--- src/rtl/wt_cache_pkg.sv ---
// rtl/wt_cache_pkg.sv - shared types for the write-through cache memory-side stage
//
// Holds the memory request type encoding, the full-line size code and the
// tag table entry layout used by wt_mem_arbiter and wt_mem_tag_table.
package wt_cache_pkg;

  typedef enum logic [1:0] {
    MEM_LOAD  = 2'b00,
    MEM_STORE = 2'b01,
    MEM_AMO   = 2'b10,
    MEM_IFILL = 2'b11
  } mem_req_type_e;

  // Size code marking a full I$ line transfer.
  localparam logic [2:0] LINE_SIZE = 3'b111;

  typedef enum logic {
    SRC_IC = 1'b0,
    SRC_DC = 1'b1
  } src_e;

  // Width of the cache-side transaction ID held in a tag entry. The arbiter's
  // TidWidth parameter defaults to this; widen it here to carry wider IDs.
  localparam int unsigned CACHE_TID_WIDTH = 2;

  typedef struct packed {
    logic                       valid;
    src_e                       src;
    logic [CACHE_TID_WIDTH-1:0] tid;
  } tag_entry_t;

endpackage

--- src/rtl/wt_mem_tag_table.sv ---
// rtl/wt_mem_tag_table.sv - outstanding transaction tag table
//
// Purpose: records {src, tid} per memory tag while a transaction is in
// flight; finds the lowest free tag and reports when no tag is free.
// Ports:
//   clk_i, rst_i     clock, synchronous active-high reset (clears all entries)
//   alloc_i          write alloc_entry_i into entry alloc_idx_o at the edge
//   alloc_entry_i    entry contents to store
//   alloc_idx_o      lowest-index free tag (valid when full_o is 0)
//   full_o           no free tag this cycle
//   free_i           invalidate entry free_idx_i at the edge
//   free_idx_i       tag to free
//   lookup_idx_i     tag to read
//   lookup_o         entry at lookup_idx_i
//   valid_o          per-tag valid bits
module wt_mem_tag_table
  import wt_cache_pkg::*;
#(
  parameter int unsigned  MaxOutstanding = 4,
  localparam int unsigned TagWidth       = $clog2(MaxOutstanding)
) (
  input  logic                      clk_i,
  input  logic                      rst_i,
  input  logic                      alloc_i,
  input  tag_entry_t                alloc_entry_i,
  output logic [TagWidth-1:0]       alloc_idx_o,
  output logic                      full_o,
  input  logic                      free_i,
  input  logic [TagWidth-1:0]       free_idx_i,
  input  logic [TagWidth-1:0]       lookup_idx_i,
  output tag_entry_t                lookup_o,
  output logic [MaxOutstanding-1:0] valid_o
);

  tag_entry_t [MaxOutstanding-1:0] entry_q, entry_d;

  // The free finder looks only at the registered valid bits, so a tag being
  // freed this cycle cannot be handed out again until the next cycle, and the
  // alloc and free targets can never collide.
  always_comb begin
    alloc_idx_o = '0;
    full_o      = 1'b1;
    for (int i = int'(MaxOutstanding) - 1; i >= 0; i--) begin
      if (!entry_q[i].valid) begin
        alloc_idx_o = TagWidth'(i);
        full_o      = 1'b0;
      end
    end
  end

  always_comb begin
    entry_d = entry_q;
    if (free_i) begin
      entry_d[free_idx_i].valid = 1'b0;
    end
    if (alloc_i) begin
      entry_d[alloc_idx_o] = alloc_entry_i;
    end
  end

  always_ff @(posedge clk_i) begin
    if (rst_i) begin
      entry_q <= '0;
    end else begin
      entry_q <= entry_d;
    end
  end

  assign lookup_o = entry_q[lookup_idx_i];

  always_comb begin
    valid_o = '0;
    for (int i = 0; i < int'(MaxOutstanding); i++) begin
      valid_o[i] = entry_q[i].valid;
    end
  end

endmodule

--- src/rtl/wt_mem_arbiter.sv ---
// rtl/wt_mem_arbiter.sv - I$/D$ arbiter onto one tagged memory request channel
//
// Purpose: grants I$ refills and D$ load/store/AMO requests round-robin into
// a single request holding register, tags each with the lowest free table
// entry, and routes tagged responses back to the originating cache with its
// original transaction ID.
// Ports:
//   clk_i, rst_i          clock, synchronous active-high reset
//   ic_*                  I$ request (held until ic_ack_o pulse)
//   dc_*                  D$ request (held until dc_ack_o pulse)
//   mem_req_*             registered tagged request, valid/ready handshake
//   mem_rsp_*             tagged response, no backpressure
//   ic_rtrn_*, dc_rtrn_*  same-cycle return pulses with original tid
//   rtrn_data_o           return data shared by both caches
//   busy_o                request register or any tag occupied
//   err_o                 sticky: response arrived for an unallocated tag
module wt_mem_arbiter
  import wt_cache_pkg::*;
#(
  parameter int unsigned  AddrWidth      = 64,
  parameter int unsigned  DataWidth      = 64,
  parameter int unsigned  LineWidth      = 128,
  parameter int unsigned  TidWidth       = CACHE_TID_WIDTH,
  parameter int unsigned  MaxOutstanding = 4,
  localparam int unsigned TagWidth       = $clog2(MaxOutstanding)
) (
  input  logic                   clk_i,
  input  logic                   rst_i,
  input  logic                   ic_req_i,
  output logic                   ic_ack_o,
  input  logic [AddrWidth-1:0]   ic_addr_i,
  input  logic [TidWidth-1:0]    ic_tid_i,
  input  logic                   dc_req_i,
  output logic                   dc_ack_o,
  input  logic [1:0]             dc_type_i,
  input  logic [AddrWidth-1:0]   dc_addr_i,
  input  logic [2:0]             dc_size_i,
  input  logic [DataWidth-1:0]   dc_data_i,
  input  logic [DataWidth/8-1:0] dc_be_i,
  input  logic [TidWidth-1:0]    dc_tid_i,
  output logic                   mem_req_valid_o,
  input  logic                   mem_req_ready_i,
  output logic [1:0]             mem_req_type_o,
  output logic [AddrWidth-1:0]   mem_req_addr_o,
  output logic [2:0]             mem_req_size_o,
  output logic [DataWidth-1:0]   mem_req_data_o,
  output logic [DataWidth/8-1:0] mem_req_be_o,
  output logic [TagWidth-1:0]    mem_req_tag_o,
  input  logic                   mem_rsp_valid_i,
  input  logic [TagWidth-1:0]    mem_rsp_tag_i,
  input  logic [LineWidth-1:0]   mem_rsp_data_i,
  output logic                   ic_rtrn_vld_o,
  output logic [TidWidth-1:0]    ic_rtrn_tid_o,
  output logic                   dc_rtrn_vld_o,
  output logic [TidWidth-1:0]    dc_rtrn_tid_o,
  output logic [LineWidth-1:0]   rtrn_data_o,
  output logic                   busy_o,
  output logic                   err_o
);

  typedef struct packed {
    logic                   valid;
    mem_req_type_e          typ;
    logic [AddrWidth-1:0]   addr;
    logic [2:0]             size;
    logic [DataWidth-1:0]   data;
    logic [DataWidth/8-1:0] be;
    logic [TagWidth-1:0]    tag;
  } req_t;

  req_t                      req_q, req_d;
  src_e                      rr_q, rr_d;
  logic                      err_q, err_d;
  logic [TagWidth:0]         outstanding_q, outstanding_d;

  logic                      alloc;
  tag_entry_t                alloc_entry;
  logic [TagWidth-1:0]       alloc_idx;
  logic                      tbl_full;
  logic                      rsp_hit;
  tag_entry_t                lookup;
  logic [MaxOutstanding-1:0] tag_valid;
  logic                      can_grant;

  wt_mem_tag_table #(
    .MaxOutstanding(MaxOutstanding)
  ) u_tag_table (
    .clk_i        (clk_i),
    .rst_i        (rst_i),
    .alloc_i      (alloc),
    .alloc_entry_i(alloc_entry),
    .alloc_idx_o  (alloc_idx),
    .full_o       (tbl_full),
    .free_i       (rsp_hit),
    .free_idx_i   (mem_rsp_tag_i),
    .lookup_idx_i (mem_rsp_tag_i),
    .lookup_o     (lookup),
    .valid_o      (tag_valid)
  );

  // A response only counts when its tag is live; nothing is returned while
  // reset is asserted, so in-flight transactions are silently dropped.
  assign rsp_hit = mem_rsp_valid_i && lookup.valid && !rst_i;

  // The holding register can take a new request when it is empty or is
  // being drained by the downstream handshake in this same cycle.
  assign can_grant = !rst_i && !tbl_full && (!req_q.valid || mem_req_ready_i);

  always_comb begin
    req_d       = req_q;
    rr_d        = rr_q;
    err_d       = err_q;
    ic_ack_o    = 1'b0;
    dc_ack_o    = 1'b0;
    alloc       = 1'b0;
    alloc_entry = '0;

    if (req_q.valid && mem_req_ready_i) begin
      req_d.valid = 1'b0;
    end

    if (can_grant && (ic_req_i || dc_req_i)) begin
      alloc             = 1'b1;
      alloc_entry.valid = 1'b1;
      req_d.valid       = 1'b1;
      req_d.tag         = alloc_idx;
      // D$ wins when it is alone or when the pointer currently favours it.
      if (dc_req_i && (!ic_req_i || rr_q == SRC_DC)) begin
        dc_ack_o        = 1'b1;
        alloc_entry.src = SRC_DC;
        alloc_entry.tid = CACHE_TID_WIDTH'(dc_tid_i);
        req_d.typ       = mem_req_type_e'(dc_type_i);
        req_d.addr      = dc_addr_i;
        req_d.size      = dc_size_i;
        req_d.data      = dc_data_i;
        req_d.be        = dc_be_i;
        rr_d            = SRC_IC;
      end else begin
        ic_ack_o        = 1'b1;
        alloc_entry.src = SRC_IC;
        alloc_entry.tid = CACHE_TID_WIDTH'(ic_tid_i);
        req_d.typ       = MEM_IFILL;
        req_d.addr      = ic_addr_i;
        req_d.size      = LINE_SIZE;
        req_d.data      = '0;
        req_d.be        = '0;
        rr_d            = SRC_DC;
      end
    end

    if (mem_rsp_valid_i && !lookup.valid) begin
      err_d = 1'b1;
    end
  end

  // Alloc and free never target the same tag, so the count moves by at most
  // one in either direction and stays equal to the number of live entries.
  always_comb begin
    outstanding_d = outstanding_q + (TagWidth+1)'(alloc) - (TagWidth+1)'(rsp_hit);
  end

  always_ff @(posedge clk_i) begin
    if (rst_i) begin
      req_q         <= '0;
      rr_q          <= SRC_IC;
      err_q         <= 1'b0;
      outstanding_q <= '0;
    end else begin
      req_q         <= req_d;
      rr_q          <= rr_d;
      err_q         <= err_d;
      outstanding_q <= outstanding_d;
    end
  end

  assign mem_req_valid_o = req_q.valid;
  assign mem_req_type_o  = req_q.typ;
  assign mem_req_addr_o  = req_q.addr;
  assign mem_req_size_o  = req_q.size;
  assign mem_req_data_o  = req_q.data;
  assign mem_req_be_o    = req_q.be;
  assign mem_req_tag_o   = req_q.tag;

  assign ic_rtrn_vld_o = rsp_hit && (lookup.src == SRC_IC);
  assign dc_rtrn_vld_o = rsp_hit && (lookup.src == SRC_DC);
  assign ic_rtrn_tid_o = ic_rtrn_vld_o ? TidWidth'(lookup.tid) : '0;
  assign dc_rtrn_tid_o = dc_rtrn_vld_o ? TidWidth'(lookup.tid) : '0;
  assign rtrn_data_o   = rsp_hit ? mem_rsp_data_i : '0;

  assign busy_o = req_q.valid || (|tag_valid);
  assign err_o  = err_q;

  a_outstanding_bound : assert property (@(posedge clk_i) disable iff (rst_i)
    outstanding_q <= (TagWidth+1)'(MaxOutstanding));

  a_outstanding_match : assert property (@(posedge clk_i) disable iff (rst_i)
    outstanding_q == (TagWidth+1)'($countones(tag_valid)));

endmodule

--- config.mk ---
export PLATFORM = sky130hd
export DESIGN_NAME = wt_mem_arbiter
export DESIGN_NICKNAME = d
export VERILOG_FILES = /design/src/rtl/wt_cache_pkg.sv /design/src/rtl/wt_mem_tag_table.sv /design/src/rtl/wt_mem_arbiter.sv
export SDC_FILE = /design/constraint.sdc
export NUM_CORES = 1
export LEC_CHECK = 0
export CORE_AREA = 8 8 237 239
export DETAILED_ROUTE_END_ITERATION = 8
export DIE_AREA = 0 0 245 247
export PLACE_DENSITY = 0.44
export SLEW_MARGIN = 40
export SYNTH_ARGS = -nofsm -noshare
export SYNTH_HDL_FRONTEND = slang
export SYNTH_SLANG_ARGS = --single-unit
--- constraint.sdc ---
create_clock -name clk_i -period 2.6 [get_ports clk_i]
set_input_delay 0.26 -clock clk_i [delete_from_list [all_inputs] [get_ports clk_i]]
set_output_delay 0.26 -clock clk_i [all_outputs]
set_load 0.005 [all_outputs]
=== Word level (Yosys, flattened, before mapping) ===
Cells that the tools add are included.

* Bits of input ports: 345
* Output and inout bits: 282
* Bits in registers: 162
* Word-level logic and storage cells: 80

* Multiplexer cells: 31
* Reduce and logical (&&, ||, !) cells: 23
* Bitwise operators: 1
* $lt $le $gt $ge: 4

{| class="wikitable"
|+ Operators with widths
! kind !! count
|-
| $mux 144 || 1
|-
| $mux 141 || 1
|-
| $mux 128 || 1
|-
| $bwmux 16 || 2
|-
| $mux 16 || 2
|-
| $demux 4 s2 || 2
|-
| $mux 4 || 4
|-
| $logic_and 1x1->1 || 12
|-
| $mux 2 || 6
|-
| $mux 1 || 10
|-
| $bmux 4 s2 || 1
|-
| $lt 2x3->1 const B || 2
|-
| $logic_not 1->1 || 5
|-
| $ge 2x1->1 const B || 2
|-
| $logic_or 1x1->1 || 4
|-
| $reduce_or 4->1 || 1
|-
| $mux 3 || 1
|-
| $reduce_bool 2->1 || 1
|-
| $not 1->1 || 1
|}

=== Depth between registers and ports, before layout ===
Gate-level depths: netlist (run 1).

* Depth in word-level cells: 11
* Gate-level depth with buffers: 7
* Mapped depth without buffers: 4

=== Hierarchy ===
From an unflattened synthesis (run 1), not the netlist that was laid out.

* Cells, all modules: 966
* Area total of the unflattened synthesis: 7,936.4 um^2

{| class="wikitable"
|+ Modules (own cells, without submodules)
! module !! times used !! sequential area each (um^2) !! area an instance (um^2) !! cells each
|-
| wt_mem_arbiter || 1 || 2,922.8 || 7,161.9 || 885
|-
| wt_mem_tag_table || 1 || 320.3 || 774.5 || 81
|}

=== Worst setup path after synthesis (run 1) ===
No wires, ideal clock.

* Kind: input -> output
* Start point: input port mem_rsp_tag_i[0]
* End point: output port rtrn_data_o[100]
* Path slack: 0.908 ns
* Cell stages on the path: 6
* Data arrival time: 1.432 ns
* Cell sequence: buf_2 > or3b_1 > o32ai_4 > buf_6 > buf_6 > and2_1

* Longest elaborated chain between the ends: 5

{| class="wikitable"
|+ Ends and longest elaborated chain
! element !! line !! source
|-
| start: declaration || wt_mem_arbiter.sv:50 || <nowiki>input logic [TagWidth-1:0] mem_rsp_tag_i,</nowiki>
|-
| $bmux 4 s2 || wt_mem_tag_table.sv:69 || <nowiki>assign lookup_o = entry_q[lookup_idx_i];</nowiki>
|-
| $mux 4 (not written as such) || wt_mem_tag_table.sv:69 ||
|-
| $logic_and 1x1->1 (2 in a row) || wt_mem_arbiter.sv:103 || <nowiki>assign rsp_hit = mem_rsp_valid_i && lookup.valid && !rst_i;</nowiki>
|-
| $mux 128 || wt_mem_arbiter.sv:188 || <nowiki>assign rtrn_data_o = rsp_hit ? mem_rsp_data_i : '0;</nowiki>
|-
| end: declaration || wt_mem_arbiter.sv:56 || <nowiki>output logic [LineWidth-1:0] rtrn_data_o,</nowiki>
|}

Every way passes these cells. The select of a mux whose other input is x is not followed.

=== Final worst setup path (run 1) ===
* Start point: register u_tag_table.entry_q, in the netlist u_tag_table.valid_o[3]
* End point: output port rtrn_data_o[40]

* Longest elaborated chain between the ends: 5

{| class="wikitable"
|+ Ends and longest elaborated chain
! element !! line !! source
|-
| start: declaration || wt_mem_tag_table.sv:35 || <nowiki>tag_entry_t [MaxOutstanding-1:0] entry_q, entry_d;</nowiki>
|-
| start signal: assignment || wt_mem_tag_table.sv:65 || <nowiki>entry_q <= entry_d;</nowiki>
|-
| $bmux 4 s2 || wt_mem_tag_table.sv:69 ||
|-
| $mux 4 (not written as such) || wt_mem_tag_table.sv:69 ||
|-
| $logic_and 1x1->1 (2 in a row) || wt_mem_arbiter.sv:103 ||
|-
| $mux 128 || wt_mem_arbiter.sv:188 ||
|}

Every way passes these cells. The select of a mux whose other input is x is not followed.

==> results.md, run 1 <==
* Yosys cell types at 30
* Rows at 84
* Int Pwr at 5275 uW
* Fillers at approximately 5600
* Layout Area Growth over Synthesis at 107.2%
* First-pass GRT wire length at between 70000 and 80000 um
* Placer congestion estimate at 0.9115
* Synthesized area per cell at around 7.8 um2
* Post-DRT Antenna Nets at 0
* Pins over their slew limit at 0
* Worst-path clk slew at roughly 0.07 ns
* Critical path buffers and inverters at 3
* Clock power frac at around 38%
* CTS max path bufs at 2
* WP data arrival at 2.25 ns
* Post-layout util at between 20 and 30%
* Number of global-route vias before repair at between 9000 and 10000
* Core area at roughly 0.052 mm2
* CTS root buf: clkbuf_16
* Placed cell areas at about 0.015 mm2
* F_max at about 400 MHz
* Worst-path cell chain: mux2i_2 > o32ai_4 > buf_12 > buf_16 > and2_1 > clkdlybuf4s50_1
* Setup_tns at 0 ns
* Required time worst endpoint at about 2.3 ns
* Pin count of the biggest net entering global routing at between 70 and 80
* DIE WIDTH at between 200 and 250 um
* Critical path's slowest cell: clkdlybuf4s50_1
* RSZ-0062 raised after global routing: yes
* CTS tree: built
* Combinational Power Share at between 20% and 30%
* Peak supply drop at between 300 and 400 uV
* Seq cells post-synth at 162
* Crit path max fanout at 24
* Switching share of power at roughly 27%
* Clock Skew at about 0.016 ns
* GRT overflow at 0
* Critical Path Start Type: flip-flop
* All-layer global routing usage at between 15 and 20%
* Post-synthesis sequential area ratio at 43.49%
* Yosys warns at 0
* Num ports at approximately 630
* Final min period at between 2 and 3 ns
* Crit end category: output pin
* Final worst-path cycle share at 96.54%
* Sw power at about 2000 uW
* Status: complete, no violations
* Critical setup path kind: flip-flop to output pin
* Initial antenna violation count at 12
* Setup violators final at 0
* Worst slew margin at 45.91%
* Worst skew pair latency at approximately 0.48 ns
* Drt drc at 0
* Die footprint at between 0.06 and 0.07 mm2
* Avg Vias per Cell at 4.133
* Vias at just over 9000
* Final Instance Area at 0.01545 mm2
* First DRT Iteration DRCs at between 300 and 400
* Hold Vio Cnt, Final at 0
* Drt total wl at approximately 52000 um
* Initial core utilization at between 10% and 20%
* Hold Slack at 0.3093 ns
* Leak at slightly below 0.007 uW
* Share of cells above drive strength 1 at 6.616%
* H-Tree Depth at 4
* DP Wirelength at 40210 um
* Worst Tran Pin Value at a little over 0.8 ns
* Cell Area, Synth at 0.007457 mm2
* Post-DR wirelength/cell at around 23 um
* Crit path max-delay family: buffers and inverters
* Net count after synthesis at 1300
* Largest stage delay, worst path at between 0.5 and 0.6 ns
* PD cells at 469.1 mW/mm2
* Hold WC Path Type: input pin to flip-flop
* Seq pwr share at a little under two fifths
* Number of nets in the layout at roughly 1900
* Die Ht at roughly 250 um
* CTS Buf Count at 17
* Hold Buf Count CTS at 0
* I/O Buffers at around 630
* DRT Pass-1 Iters at 4
* Clk sinks at between 150 and 200
* Post-Synthesis Cells at roughly 960
* Max-cap check violation count at 0
## layout by cell type (no fill, tap or decap), types with 4 or more instances in the layout
master,instances
a21oi_1,144
nand2b_1,4
a211oi_1,74
dlygate4sd2_1,54
and2_1,127
dfxtp_1,158
dlymetal6s2s_1,48
nor3_1,14
nor2_1,88
mux2i_1,7
buf_4,32
buf_12,10
buf_16,4
dfxtp_4,4
nand2_1,143
and2_4,4
clkdlybuf4s50_1,523
nand3_1,74
clkbuf_8,7
clkbuf_16,17
## final cells by class
class / instances / area, um2 / share of cell area [%]
Clock inverter: 7 / 93.84 / 0.6073
Sequential cell: 162 / 3258 / 21.09
Clock buffer: 25 / 525.5 / 3.401
Timing Repair Buffer: 674 / 6914 / 44.74
Tap cell: 688 / 860.8 / 5.571
Antenna cell: 3 / 7.507 / 0.04858
Inverter: 3 / 11.26 / 0.07287
Multi-Input combinational cell: 701 / 3781 / 24.47
## synthesized netlist by cell type
library cell | count | area [um2]
nand3b_1 | 1 | 7.510
nand3_1 | 74 | 370.4
o211ai_1 | 1 | 7.510
a211oi_1 | 74 | 555.5
nand2b_1 | 4 | 25.02
buf_2 | 19 | 95.09
mux4_2 | 3 | 67.56
buf_6 | 10 | 112.6
buf_4 | 8 | 60.06
nor4b_2 | 1 | 15.01
o211a_1 | 1 | 10.01
and2_1 | 131 | 819.5
dfxtp_1 | 162 | 3243
a21bo_2 | 1 | 10.01
o21ai_0 | 1 | 5.000
mux2i_1 | 8 | 80.08
nor2b_1 | 2 | 12.51
clkbuf_1 | 44 | 165.2
or3b_2 | 1 | 8.760
buf_1 | 8 | 30.03
or2_2 | 1 | 6.260
or3b_1 | 1 | 8.760
o32ai_4 | 1 | 27.53
a21oi_1 | 144 | 720.7
nand2_1 | 145 | 544.3
and3_1 | 2 | 12.51
nor2_1 | 88 | 330.3
nor3_1 | 14 | 70.07
inv_1 | 3 | 11.26
nor4_2 | 2 | 25.02
## worst register-to-register path, cell delays in order, from the launching register on
cell and delay (ns):
dfxtp_4 0.37, buf_4 0.12, nand2_1 0.09, o211ai_1 0.19, buf_4 0.17, buf_4 0.30
buf_12 0.22, a21oi_1 0.06, a211oi_1 0.23
## per-stage QoR
step,setup slack (ns),total power (uW),instances
floorplan,0.9084,3363,955
global placement,-0.2356,4579,2216
detailed placement,-0.2487,4585,2216
CTS,0.002565,7423,2256
global route,-0.03221,7608,2262
finish,0.08991,7249,2263
## sequential cells by signal, indices dropped and copies added (netlist names)
| register | count |
|---|---|
| mem_req_addr_o | 64 |
| mem_req_data_o | 64 |
| u_tag_table.entry_q | 12 |
| mem_req_be_o | 8 |
| u_tag_table.valid_o | 4 |
| mem_req_size_o | 3 |
| mem_req_tag_o | 2 |
| mem_req_type_o | 2 |
| err_o | 1 |
| mem_req_valid_o | 1 |
| rr_q | 1 |
## metal layers
| metal | vias to the layer above | GRT usage, % | part of all wire, % |
|---|---|---|---|
| met5 | - | 0 | 0.22 |
| met4 | 16 | 5.240 | 2.4 |
| met3 | 56 | 6.614 | 8.5 |
| met2 | 389 | 30.53 | 54 |
| met1 | 4458 | 15.59 | 35 |
| li1 | 4433 | - | - |
## cells by family (layout without fill, tap and decap cells)
kind of cell | count (synthesis) | count (layout) | synth area share (%)
AND/OR/NAND/NOR | 467 | 467 | 30.25
other | 0 | 3 | 0
buffers and inverters | 92 | 709 | 6.359
multiplexers | 11 | 11 | 1.980
flip-flops | 162 | 162 | 43.49
AO/OA/AOI/OAI | 223 | 223 | 17.92
## final timing paths
check / endpoint / startpoint / slack [ns] / cells after the start
worst max-delay path: rtrn_data_o[40] / u_tag_table.valid_o[3] / 0.09 / 6
worst min-delay path: u_tag_table.valid_o[1] / rst_i / 0.31 / 3
worst max register to register: mem_req_addr_o[13] / u_tag_table.valid_o[3] / 0.78 / 8
worst min register to register: mem_req_be_o[6] / mem_req_be_o[6] / 0.45 / 2
## power groups by stage
| stage | logic [uW] | clock network (uW) | registers [uW] |
|---|---|---|---|
| floorplan | 557 | 0 | 2810 |
| global placement | 1780 | 0 | 2800 |
| detailed placement | 1780 | 0 | 2800 |
| CTS | 1810 | 2870 | 2740 |
| global route | 1910 | 2930 | 2760 |
| finish | 1780 | 2720 | 2740 |
## repair_timing
| action | 4_1_cts | 5_1_grt |
|---|---|---|
| buffers inserted | 5 | 3 |
| pin swaps | 1 | 1 |
| resized for setup | 75 | 48 |
| gates cloned | 3 | 0 |
| endpoints found under the setup margin | 136 | 80 |
Power figures use the tool's default switching activity.
==> inputs of run 2 (changes only) <==
--- a/config.mk
+++ b/config.mk
@@ -13,3 +13,4 @@
 export SYNTH_ARGS = -nofsm -noshare
 export SYNTH_HDL_FRONTEND = slang
 export SYNTH_SLANG_ARGS = --single-unit
+export TNS_END_PERCENT = 20
==> results.md, run 2 (same netlist as run 1, synthesis figures left out) <==
* Post-DRT Antenna Nets at 0 (unchanged)
* Drt drc at 0 (unchanged)
* Clk sinks at 162 (unchanged)
* CTS root buf: clkbuf_16 (unchanged)
* Setup_tns at 0 ns (unchanged)
* CTS tree: built (unchanged)
* Worst-path clk slew at 0.07 ns (about the same)
* Pin count of the biggest net entering global routing at 75 (unchanged)
* Final min period at 2.510 ns (about the same)
* Number of global-route vias before repair at 9343 (was 9347)
* Share of cells above drive strength 1 at 6.620% (was 6.616%)
* Largest stage delay, worst path at 0.55 ns (was 0.52 ns)
* WP data arrival at 2.25 ns (about the same)
* Number of nets in the layout at 1903 (was 1904)
* Avg Vias per Cell at 4.137 (was 4.133)
* Leak at 0.006725 uW (was 0.006728 uW)
* CTS max path bufs at 2 (unchanged)
* Placer congestion estimate at 0.9115 (unchanged)
* First DRT Iteration DRCs at 365 (was 388)
* Layout Area Growth over Synthesis at 107.0% (was 107.2%)
* GRT overflow at 0 (unchanged)
* Final worst-path cycle share at 96.53% (was 96.54%)
* Status: complete, no violations (unchanged)
* Post-DR wirelength/cell at 22.80 um (was 22.79 um)
* Peak supply drop at 387.2 uV (was 385.9 uV)
* Worst skew pair latency at 0.48 ns (about the same)
* Worst-path cell chain: mux2i_2 > o32ai_4 > buf_12 > buf_16 > and2_1 > clkdlybuf4s50_1 (unchanged)
* Drt total wl at 51570 um (was 51580 um)
* Placed cell areas at 0.01452 mm2 (unchanged)
* Hold Buf Count CTS at 0 (unchanged)
* Layout Cells excl Fill at 2262 (was 2263)
* CTS Buf Count at 17 (unchanged)
* Rows at 84 (unchanged)
* Required time worst endpoint at 2.34 ns (about the same)
* Die footprint at 0.06052 mm2 (unchanged)
* DP Cell Count at 2216 (unchanged)
* PD cells at 469.2 mW/mm2 (was 469.1 mW/mm2)
* Final Instance Area at 0.01544 mm2 (was 0.01545 mm2)
* Critical setup path kind: flip-flop to output pin (unchanged)
* Crit path max fanout at 24 (unchanged)
* RSZ-0062 raised after global routing: yes (unchanged)
* H-Tree Depth at 4 (unchanged)
* Pins over their slew limit at 0 (unchanged)
* Fillers at 5635 (was 5639)
* Most common cell after layout, fill and taps aside: clkdlybuf4s50_1 (unchanged)
* First-pass GRT wire length at 70540 um (was 70520 um)
* DP Wirelength at 40210 um (unchanged)
* DRT Pass-1 Iters at 4 (unchanged)
* Core area at 0.05224 mm2 (unchanged)
* Max-cap check violation count at 0 (unchanged)
* Worst Tran Pin Value at 0.8054 ns (was 0.8114 ns)
* F_max at 398.4 MHz (about the same)
* Critical Path Start Type: flip-flop (unchanged)
* Most frequent cells in the layout: 528 x clkdlybuf4s50_1, 158 x dfxtp_1, 144 x a21oi_1 (was 523 x clkdlybuf4s50_1, 158 x dfxtp_1, 144 x a21oi_1)
* Critical path's slowest cell: clkdlybuf4s50_1 (unchanged)
* Vias at 9359 (was 9352)
* Tot Pwr at 7244 uW (was 7249 uW)
* Hold WC Path Type: input pin to flip-flop (unchanged)
* Crit end category: output pin (unchanged)
* Initial core utilization at 14.28% (unchanged)
* Worst slew margin at 46.31% (was 45.91%)
* Clock Skew at 0.01596 ns (was 0.01570 ns)
* R2R setup slack at 0.78 ns (about the same)
* Initial antenna violation count at 12 (unchanged)
* I/O Buffers at 626 (unchanged)
* Hold Vio Cnt, Final at 0 (unchanged)
* All-layer global routing usage at 16.06% (was 16.07%)
* Die Ht at 247 um (unchanged)
* Num ports at 627 (unchanged)
* DIE WIDTH at 245 um (unchanged)
* Setup violators final at 0 (unchanged)
## run 2: cell count changes in the layout (fill, tap and decap cells not counted), sizes merged
cell	change
buf	-1
bufbuf	-1
clkbuf	+1
clkdlybuf4s50	+5
dlygate4sd2	-8
dlymetal6s2s	+3
## run 2: timing repair
action | in CTS | in global routing
gates cloned | 2 | 1
pin swaps | 1 | 2
buffers inserted | 5 | 3
setup endpoints to repair | 136 | 86
gates resized for setup | 64 | 55
## run 2: final timing paths
check                         startpoint                     end  cells after the start
setup / recovery  u_tag_table.valid_o[3]         rtrn_data_o[25]                      6
hold / removal                     rst_i  u_tag_table.valid_o[1]                      3
setup reg to reg  u_tag_table.valid_o[3]      mem_req_addr_o[13]                      8
hold reg to reg          mem_req_be_o[6]         mem_req_be_o[6]                      2
## run 2: critical path, delay by kind of cell, from the launching register on
kind | cells | cell delay (ns)
and+or+nand+nor | 1 | 0.13
muxes | 1 | 0.09
buffers and inverters | 3 | 0.91
DFF | 1 | 0.37
AOI/OAI and AO/OA | 1 | 0.26
## run 2: where the power goes
group          switching, uW  internal [uW]  leakage [uW]
clock                   1130           1590      0.000302
sequential              91.0           2650       0.00134
combinational            752           1030       0.00509
## run 2: layout make-up
type | instances | area [um2] | share of cell area [%]
tap | 688 | 860.8 | 5.576
timing repair buffer | 673 | 6897 | 44.67
clock inverter | 7 | 93.84 | 0.6079
antenna | 3 | 7.507 | 0.04863
inverter | 3 | 11.26 | 0.07295
clock buffer | 25 | 525.5 | 3.404
multi-input combinational | 701 | 3784 | 24.51
sequential | 162 | 3258 | 21.11
## run 2: layer usage
layer	part of all wire, %	routed length [um]	vias up	GRT usage (%)
li1	-	-	4430	-
met1	35	17830	4487	15.48
met2	54	27960	373	30.55
met3	8.7	4473	53	6.841
met4	2.3	1197	16	5.065
met5	0.22	114	-	0
## run 2: per-stage QoR
step | setup slack, ns | util, % | hold slack [ns]
2_1_floorplan | 0.9084 | - | 0.4010
3_3_place_gp | -0.2356 | 27.80 | 0.4375
3_5_place_dp | -0.2487 | 27.80 | 0.4439
4_1_cts | -0.02349 | 29.19 | 0.2443
5_1_grt | -0.03310 | 29.55 | 0.2778
6_report | 0.09018 | 29.55 | 0.3000
